`src/rtl/lsearch_ctrl.sv`:
```
// lsearch_ctrl: bus initiator that linearly scans a word array in data memory
// for a key and reports the lowest matching element index.
//
// One element is compared per cycle against the memory's combinational read
// data. A start in IDLE latches key, base (word aligned) and element count; the
// result (found, index) is published with a one-cycle done pulse and held until
// the next accepted start. abort cancels a scan without a done pulse.
//
// Optional feature: define LSEARCH_WRITEBACK_EN to add port wb_addr and a WB
// state that writes {found, 0..., index} to wb_addr for one cycle before DONE.
//
// Ports:
//   clk, rst_n            clock (rising edge), asynchronous active-low reset
//   start, abort          command strobe (IDLE only), scan cancel (SCAN only)
//   key, base_addr, count search key, byte address of element 0, element count
//   wb_addr               result write-back byte address (feature only)
//   mem_read, mem_write   memory MemRead / MemWrite
//   mem_addr, mem_wdata   memory byte address / write data
//   mem_rdata             memory read data, valid in the same cycle as mem_addr
//   busy, done            not-IDLE flag, one-cycle completion pulse
//   found, index          search result
module lsearch_ctrl #(
  parameter int unsigned AW = 10
) (
  input  logic          clk,
  input  logic          rst_n,
  input  logic          start,
  input  logic          abort,
  input  logic [31:0]   key,
  input  logic [31:0]   base_addr,
  input  logic [AW:0]   count,
`ifdef LSEARCH_WRITEBACK_EN
  input  logic [31:0]   wb_addr,
`endif
  output logic          mem_read,
  output logic          mem_write,
  output logic [31:0]   mem_addr,
  output logic [31:0]   mem_wdata,
  input  logic [31:0]   mem_rdata,
  output logic          busy,
  output logic          done,
  output logic          found,
  output logic [AW-1:0] index
);

  localparam logic [AW:0] IdxOne = 1;

  typedef enum logic [1:0] {
    StIdle,
    StScan,
    StDone
`ifdef LSEARCH_WRITEBACK_EN
    ,
    StWb
`endif
  } state_e;

  state_e         state_q, state_d;
  logic [AW:0]    idx_q, idx_d;
  logic [AW:0]    idx_inc;
  logic [31:0]    key_q, key_d;
  logic [29:0]    base_q, base_d;
  logic [AW:0]    count_q, count_d;
  logic           found_q, found_d;
  logic [AW-1:0]  index_q, index_d;
  logic           mem_read_q, mem_read_d;
  logic [31:0]    mem_addr_q, mem_addr_d;
  logic           finish;
`ifdef LSEARCH_WRITEBACK_EN
  logic [29:0]    wb_q, wb_d;
  logic           mem_write_q, mem_write_d;
  logic [31:0]    mem_wdata_q, mem_wdata_d;
  logic [3:0]     unused_low_bits;
  assign unused_low_bits = {base_addr[1:0], wb_addr[1:0]};
`else
  logic [1:0]     unused_low_bits;
  assign unused_low_bits = base_addr[1:0];
`endif

  assign idx_inc = idx_q + IdxOne;

  always_comb begin
    state_d    = state_q;
    idx_d      = idx_q;
    key_d      = key_q;
    base_d     = base_q;
    count_d    = count_q;
    found_d    = found_q;
    index_d    = index_q;
    // Memory strobes are asserted only for the cycle they are computed for.
    mem_read_d = 1'b0;
    mem_addr_d = '0;
    finish     = 1'b0;
`ifdef LSEARCH_WRITEBACK_EN
    wb_d        = wb_q;
    mem_write_d = 1'b0;
    mem_wdata_d = '0;
`endif

    unique case (state_q)
      StIdle: begin
        if (start) begin
          key_d   = key;
          base_d  = base_addr[31:2];
          count_d = count;
          found_d = 1'b0;
          index_d = '0;
          idx_d   = '0;
`ifdef LSEARCH_WRITEBACK_EN
          wb_d    = wb_addr[31:2];
`endif
          if (count == '0) begin
            finish = 1'b1;
          end else begin
            state_d    = StScan;
            mem_read_d = 1'b1;
            mem_addr_d = {base_addr[31:2], 2'b00};
          end
        end
      end
      StScan: begin
        if (abort) begin
          state_d = StIdle;
          found_d = 1'b0;
          index_d = '0;
        end else if (mem_rdata == key_q) begin
          found_d = 1'b1;
          index_d = idx_q[AW-1:0];
          finish  = 1'b1;
        end else if (idx_q == count_q - IdxOne) begin
          found_d = 1'b0;
          index_d = '0;
          finish  = 1'b1;
        end else begin
          idx_d      = idx_inc;
          mem_read_d = 1'b1;
          // Word address wraps modulo 2^30.
          mem_addr_d = {base_q + 30'(idx_inc), 2'b00};
        end
      end
`ifdef LSEARCH_WRITEBACK_EN
      StWb: begin
        state_d = StDone;
      end
`endif
      StDone: begin
        state_d = StIdle;
      end
      default: begin
        state_d = StIdle;
      end
    endcase

    if (finish) begin
`ifdef LSEARCH_WRITEBACK_EN
      state_d     = StWb;
      mem_write_d = 1'b1;
      mem_addr_d  = {wb_d, 2'b00};
      mem_wdata_d = {found_d, {(31 - AW){1'b0}}, index_d};
`else
      state_d = StDone;
`endif
    end
  end

  always_ff @(posedge clk or negedge rst_n) begin
    if (!rst_n) begin
      state_q    <= StIdle;
      idx_q      <= '0;
      key_q      <= '0;
      base_q     <= '0;
      count_q    <= '0;
      found_q    <= 1'b0;
      index_q    <= '0;
      mem_read_q <= 1'b0;
      mem_addr_q <= '0;
`ifdef LSEARCH_WRITEBACK_EN
      wb_q        <= '0;
      mem_write_q <= 1'b0;
      mem_wdata_q <= '0;
`endif
    end else begin
      state_q    <= state_d;
      idx_q      <= idx_d;
      key_q      <= key_d;
      base_q     <= base_d;
      count_q    <= count_d;
      found_q    <= found_d;
      index_q    <= index_d;
      mem_read_q <= mem_read_d;
      mem_addr_q <= mem_addr_d;
`ifdef LSEARCH_WRITEBACK_EN
      wb_q        <= wb_d;
      mem_write_q <= mem_write_d;
      mem_wdata_q <= mem_wdata_d;
`endif
    end
  end

  assign busy     = (state_q != StIdle);
  assign done     = (state_q == StDone);
  assign found    = found_q;
  assign index    = index_q;
  assign mem_read = mem_read_q;
  assign mem_addr = mem_addr_q;
`ifdef LSEARCH_WRITEBACK_EN
  assign mem_write = mem_write_q;
  assign mem_wdata = mem_wdata_q;
`else
  assign mem_write = 1'b0;
  assign mem_wdata = '0;
`endif

endmodule

```
`config.mk`:
```
export PLATFORM = sky130hd
export DESIGN_NAME = lsearch_ctrl
export DESIGN_NICKNAME = d
export VERILOG_FILES = /design/src/rtl/lsearch_ctrl.sv
export SDC_FILE = /design/constraint.sdc
export NUM_CORES = 1
export LEC_CHECK = 0
export CORE_AREA = 2 2 120 122
export DETAILED_ROUTE_END_ITERATION = 12
export DIE_AREA = 0 0 122 124
export HOLD_SLACK_MARGIN = 0.1
export PLACE_DENSITY_LB_ADDON = 0.25
export SYNTH_ARGS = -nofsm -noshare
export SYNTH_HDL_FRONTEND = slang
export SYNTH_SLANG_ARGS = --single-unit
```
`constraint.sdc`:
```
create_clock -name clk -period 7.1 [get_ports clk]
set_clock_uncertainty 0.15 [all_clocks]
set_input_delay 1.42 -clock clk [delete_from_list [all_inputs] [get_ports clk]]
set_output_delay 1.42 -clock clk [all_outputs]
set_load 0.01 [all_outputs]
```
==> reports/metrics.cfg, run 1 <==
[setup_path]
critical_path_class = reg -> reg
r2r_end = mem_addr[28]$_DFF_PN0_
worstPathMaxFanout = 18
cp-end-kind = flop
required_ps = 7190
startpoint_type = flop
rr_worst_depth = 13
r2r_slack_ps = 2660
worst_r2r_startpoint = idx_q[2]$_DFFE_PN0P_
arrival_ps = 4530

[cts]
cts_root_buf = clkbuf_16
cts_hold_buf = 0
h-tree-depth = 4
clkLatencyLatePin_ps = 420
tritoncts = done
cts_made_buffers = 17
cts_resized = 0
cts.sinks = 128
cts.reportedPaths.clkPinSlew_ps = 60
max-clock-path-buffers = 2
postCtsSetupBuffers = 0

[detailed_routing]
wire_per_inst_um = 15.65
first_iter_violations = 475
first_pass_iters = 5
ant_nets = 0
viasPerCell = 5.427
drc_errors = 0
vias = 6257
drt_wl_total_um = 18050

[floorplan]
fp.dieArea_um2 = 15130
fp.dieW_um = 122
coreArea_um2 = 13720
io_pins = 190
rows = 43
start_util_pct = 52.66
die_y_um = 124

[grt]
grt_pass1_wl_um = 28970
grt_max_degree = 73
track_usage_pct = 24.78
grt.overflow.total = 0
antenna_found_initial = 0
grt_pass1_vias = 5879

[layout]
area_growth_pct = 29.15
drive_gt1_share_pct = 5.755
nNetsFinal = 1089
most-common-layout-cells = 233 x nand2_1, 151 x clkdlybuf4s50_1, 128 x dfrtp_1
fin_cells = 1153
final_common_cell = nand2_1
n_antenna_cell = 0

[hold_path]
min_path_type = reg -> reg
min_from = found$_DFFE_PN0P_
whs_path_depth = 1
hold_end = found$_DFFE_PN0P_

[synthesis]
synth_top_cell_area_share_pct = 44.34
synth-main-ff-cell = dfrtp_1
yosys.area.top_type = dfrtp_1
synth_edf_count = 0
synth_area_leaders = dfrtp_1 44%, nand2_1 12%, xnor2_1 6.3%
synthArstFlopShare_pct = 100.0
syn_inst = 829
syn_avg_cell_area_um2 = 8.715
synth_warnings = 0
synth_cell_types = 61
syn_area_um2 = 7224
ys_seq_area_share_pct = 44.34
ys_ff_latch = 128

[job]
maxCapViolCount = 0

[place]
io_buffers = 152
hpwl_um = 12020
gp_congestion = 0.8263
placed_cells = 1121
pre_cts_ws_ps = 2620

[run_status]
status = completed

[pwr]
vdd_drop_max_mv = 0.1828
p_leak_uw = 0.004213
p_per_area_nw_per_um2 = 271.2

[timing]
hold_viol = 0
slew_violations = 0
period_needed_ps = 4439
fin_ws_ps = 2661
fin_crit_sh_pct = 62.52
rsz0062_at_grt = no
slew_headroom_pct = 26.35
setup_viol = 0
timing.fmax_mhz = 225.3
max_slew.worst_pin.slew_ps = 1102
finalSetupTns_ps = 0

==> how the worst max path moves through the flow <==
stage                         startpoint                      to  slack [ps]  cells past startpoint
finish              idx_q[2]$_DFFE_PN0P_  mem_addr[28]$_DFF_PN0_        2660                     13
global route        idx_q[2]$_DFFE_PN0P_  mem_addr[28]$_DFF_PN0_        2350                     13
CTS                 idx_q[2]$_DFFE_PN0P_  mem_addr[28]$_DFF_PN0_        2720                     13
detailed placement         mem_rdata[15]  mem_addr[12]$_DFF_PN0_        2620                      8
global placement           mem_rdata[15]  mem_addr[12]$_DFF_PN0_        2600                      8
floorplan           idx_q[2]$_DFFE_PN0P_  mem_addr[26]$_DFF_PN0_        3530                     14
==> synth_stat cells (3+ instances only) <==
master	n
nor2_1	23
o211ai_1	5
mux2_2	3
a22o_1	11
inv_1	17
nand2_1	234
dfrtp_1	128
o311ai_0	4
a221o_1	6
nand2b_1	5
and2_1	4
a21bo_2	4
buf_4	35
o22ai_1	16
or2_2	7
ha_1	17
buf_1	3
and3_1	12
nor4_1	12
xnor2_1	52
nand3_1	21
nor3_1	16
o41ai_1	3
nor2b_1	14
o21ai_0	37
a21o_1	4
nor3b_1	10
nand4_1	17
xor2_1	12
clkbuf_1	39
a21oi_1	15
o32ai_1	3
and4_1	4
==> sequential cells by signal, indices dropped and copies added (netlist names) <==
signal,cells
state_q,2
mem_addr,30
key_q,32
count_q,11
base_q,30
index,10
found,1
idx_q,11
mem_read,1
==> logic make-up (layout without fill, tap and decap cells) <==
| kind of cell | after synthesis | count (layout) | synth area share (%) |
|---|---|---|---|
| xor gates and xnor gates | 64 | 64 | 7.759 |
| muxes | 4 | 4 | 0.6061 |
| adders and majority gates | 18 | 18 | 3.221 |
| buffers and inverters | 96 | 206 | 6.841 |
| other | 1 | 35 | 0.05191 |
| AOI/OAI and AO/OA | 130 | 130 | 12.54 |
| and+or+nand+nor | 388 | 388 | 24.64 |
| DFF | 128 | 128 | 44.34 |
==> where the power goes <==
part	switching (µW)	internal (µW)
clock	325	586
combinational	323	317
sequential	120	860
==> layer usage <==
metal | share of wire [%] | vias to the layer above | track usage (%)
met2 | 48 | 242 | 40.01
met4 | 1.8 | 0 | 9.195
met1 | 43 | 2956 | 32.18
li1 | - | 3028 | -
met5 | 0 | - | 0
met3 | 7.0 | 31 | 6.548
==> through the flow <==
stage / power (µW) / hold WS, ps / utilization (%) / cell area, µm²
global route: 2672 / 359.0 / 68.01 / 9330
finish: 2530 / 327.8 / 68.01 / 9330
global placement: 1608 / 312.4 / 63.51 / 8713
detailed placement: 1627 / 322.9 / 63.51 / 8713
floorplan: 1393 / 299.9 / - / 7352
CTS: 2546 / 337.2 / 68.01 / 9330
==> worst max-delay path, stage by stage, from the launching register on <==
cell,delay (ps)
dfrtp_1,510
and3_1,240
and3_1,200
and3_1,220
nand3_1,110
xnor2_1,200
ha_1,460
a21oi_1,330
nand2_1,70
or4_1,460
a31oi_1,830
nor3b_1,160
xnor2_1,230
o22ai_1,110
==> final cells by class <==
type                    count  area (µm²)
multi-input cells         639        3665
repair buffers            157        1556
clock inverters            10       132.6
fillers                  1131        4389
well taps                 180       225.2
clock buffers              22       484.2
inverters                  17       63.81
flip-flops and latches    128        3203
Power figures use the tool's default switching activity.
==> run 2, diff against run 1 <==
--- a/config.mk
+++ b/config.mk
@@ -5,9 +5,9 @@
 export SDC_FILE = /design/constraint.sdc
 export NUM_CORES = 1
 export LEC_CHECK = 0
-export CORE_AREA = 2 2 120 122
+export CORE_AREA = 2 2 124 126
 export DETAILED_ROUTE_END_ITERATION = 12
-export DIE_AREA = 0 0 122 124
+export DIE_AREA = 0 0 126 128
 export HOLD_SLACK_MARGIN = 0.1
 export PLACE_DENSITY_LB_ADDON = 0.25
 export SYNTH_ARGS = -nofsm -noshare
==> constraint.sdc (replaced) <==
create_clock -name clk -period 4.22 [get_ports clk]
set_clock_uncertainty 0.15 [all_clocks]
set_input_delay 0.844 -clock clk [delete_from_list [all_inputs] [get_ports clk]]
set_output_delay 0.844 -clock clk [all_outputs]
set_load 0.01 [all_outputs]
==> run 2 against run 1 <==
Register-to-register slack worse by 2100 ps. Sequential share of layout area is 0.31 points lower. Sequential cell count did not move. Cell count is 1.4% higher. Core utilization down 4.7 points. Critical path type unchanged. Highest routed layer unchanged.
==> reports/metrics.cfg, run 2 (synthesis gave the netlist of run 1 again) <==
[timing]
slew_headroom_pct = 32.71  ; +6.4 points
finalSetupTns_ps = 0  ; unchanged
timing.fmax_mhz = 271.5  ; +21%
max_slew.worst_pin.slew_ps = 1006  ; -96.46 ps
hold_ws_ps = 330.4  ; +2.525 ps
setup_viol = 0  ; unchanged
period_needed_ps = 3683  ; -755.7 ps
fin_crit_sh_pct = 87.28  ; +25 points
hold_viol = 0  ; unchanged
slew_violations = 0  ; unchanged
rsz0062_at_grt = no

[grt]
antenna_found_initial = 0  ; unchanged
track_usage_pct = 22.95  ; -1.8 points
grt_pass1_wl_um = 29520  ; +1.9%
grt_max_degree = 71  ; -2.7%
grt_pass1_vias = 5990  ; +1.9%
grt.overflow.total = 0  ; unchanged

[detailed_routing]
wl_met2_um = 8364  ; -4.1%
viasPerCell = 5.302  ; -2.3%
drt_wl_total_um = 17760  ; -1.6%
wl_met3_um = 1086  ; -14%
wire_per_inst_um = 15.19  ; -3.0%
ant_nets = 0  ; unchanged
wl_met1_um = 7902  ; +2.1%
first_iter_violations = 354  ; -25%
first_pass_iters = 5  ; unchanged
top_layer = met4
drc_errors = 0  ; unchanged
vias = 6198  ; -0.94%

[layout]
multi_input_area_um2 = 3665  ; unchanged
n_antenna_cell = 0  ; unchanged
fin_util_pct = 63.33  ; -4.7 points
largest_register_ffs = 32  ; unchanged
area_growth_pct = 30.31
regArea_um2 = 3203  ; unchanged
nNetsFinal = 1098  ; +0.83%
most-common-layout-cells = 233 x nand2_1, 151 x clkdlybuf4s50_1, 128 x dfrtp_1
fin_cells = 1169  ; +1.4%
regMostFlops = key_q
final_common_cell = nand2_1
drive_gt1_share_pct = 6.422  ; +0.67 points
n_fill_cell = 1267  ; +12%

[floorplan]
fp.dieArea_um2 = 16130  ; +6.6%
io_pins = 190  ; unchanged
start_util_pct = 48.60  ; -4.1 points
fp.dieW_um = 126  ; +3.3%
rows = 45  ; +4.7%
die_y_um = 128  ; +3.2%
coreArea_um2 = 14860  ; +8.3%

[setup_path]
cpMostUsedCell = and3_1
arrival_ps = 3820  ; -710 ps
path_depth = 14  ; +1
crit_slowest_cell = dfrtp_1
worstPathMaxFanout = 9  ; -9
critPathTopFamily = simple AND/OR/NAND/NOR gates
cp-end-kind = flop
critPathMaxStageDelay_ps = 460  ; -370 ps
critPathBufInv = 1  ; +1
rr_worst_depth = 14  ; +1
required_ps = 4360  ; -2830 ps
startpoint_type = flop
crit_chain = and3_1, and3_1, and3_1, nor2b_1, or2_2, ha_1, a21oi_1, nand2_1, or4_1, a31oi_1, buf_4, nor3_1, xnor2_1, o22ai_1
critical_path_class = reg -> reg

[cts]
cts_made_buffers = 17  ; unchanged
postCtsSetupBuffers = 0  ; unchanged
tritoncts = done
cts_root_buf = clkbuf_16
clkLatencyLatePin_ps = 420  ; about the same
cts.reportedPaths.clkPinSlew_ps = 60  ; about the same
h-tree-depth = 4  ; unchanged
cts.sinks = 128  ; unchanged
cts_hold_buf = 0  ; unchanged
max-clock-path-buffers = 2  ; unchanged
cts_resized = 0  ; unchanged

[pwr]
p_leak_uw = 0.004260  ; +1.1%
p_per_area_nw_per_um2 = 453.1  ; +67%
vdd_drop_max_mv = 0.3136  ; +72%

[place]
placed_cells = 1138  ; +1.5%
hpwl_um = 12280  ; +2.2%
gp_congestion = 0.8554  ; +3.5%
io_buffers = 152  ; unchanged

[job]
maxCapViolCount = 0  ; unchanged

[hold_path]
whs_path_depth = 2  ; +1
min_path_type = reg -> reg

[run_status]
status = completed

## run 2: area by class of cell
cell class | count | area share [%]
multi-input combinational | 639 | 38.93
clock inverter | 11 | 1.741
clock buffer | 20 | 4.745
inverter | 17 | 0.6778
tap | 188 | 2.499
timing repair buffer | 166 | 17.38
sequential | 128 | 34.02
## run 2: metal layers
layer | vias to the layer above | track usage, %
li1 | 3054 | -
met1 | 2914 | 30.14
met2 | 203 | 36.84
met3 | 27 | 5.342
met4 | 0 | 9.502
met5 | - | 0
## run 2: power by group
group | switching, µW | internal, µW
clock | 540 | 996
sequential | 203 | 1450
combinational | 538 | 542
total | 1280 | 2980
## run 2: worst paths after layout
path / startpoint / end / slack [ps]
min reg2reg: base_q[10]$_DFFE_PN0P_ / base_q[10]$_DFFE_PN0P_ / 330
max reg2reg: idx_q[3]$_DFFE_PN0P_ / mem_addr[22]$_DFF_PN0_ / 540
min in group asynchronous: rst_n / mem_addr[9]$_DFF_PN0_ / 340
min: base_q[10]$_DFFE_PN0P_ / base_q[10]$_DFFE_PN0P_ / 330
max in group asynchronous: rst_n / count_q[7]$_DFFE_PN0P_ / 2750
max: idx_q[3]$_DFFE_PN0P_ / mem_addr[22]$_DFF_PN0_ / 540
## run 2: worst reg2reg max path, delay by kind of cell (launching register included)
kind	cells	cell delay [ps]
flops	1	460
xor+xnor	1	180
simple gates	8	1710
fa+ha+maj	1	310
buf+inv	1	200
compound gates	3	540
## run 2: through the flow
step	instance area, µm²	total power [µW]	setup WS (ps)
floorplan	7352	2344	651.0
global placement	8803	2721	603.4
detailed placement	8803	2747	605.1
CTS	9414	4297	560.8
global route	9414	4518	248.8
finish	9414	4266	537.0
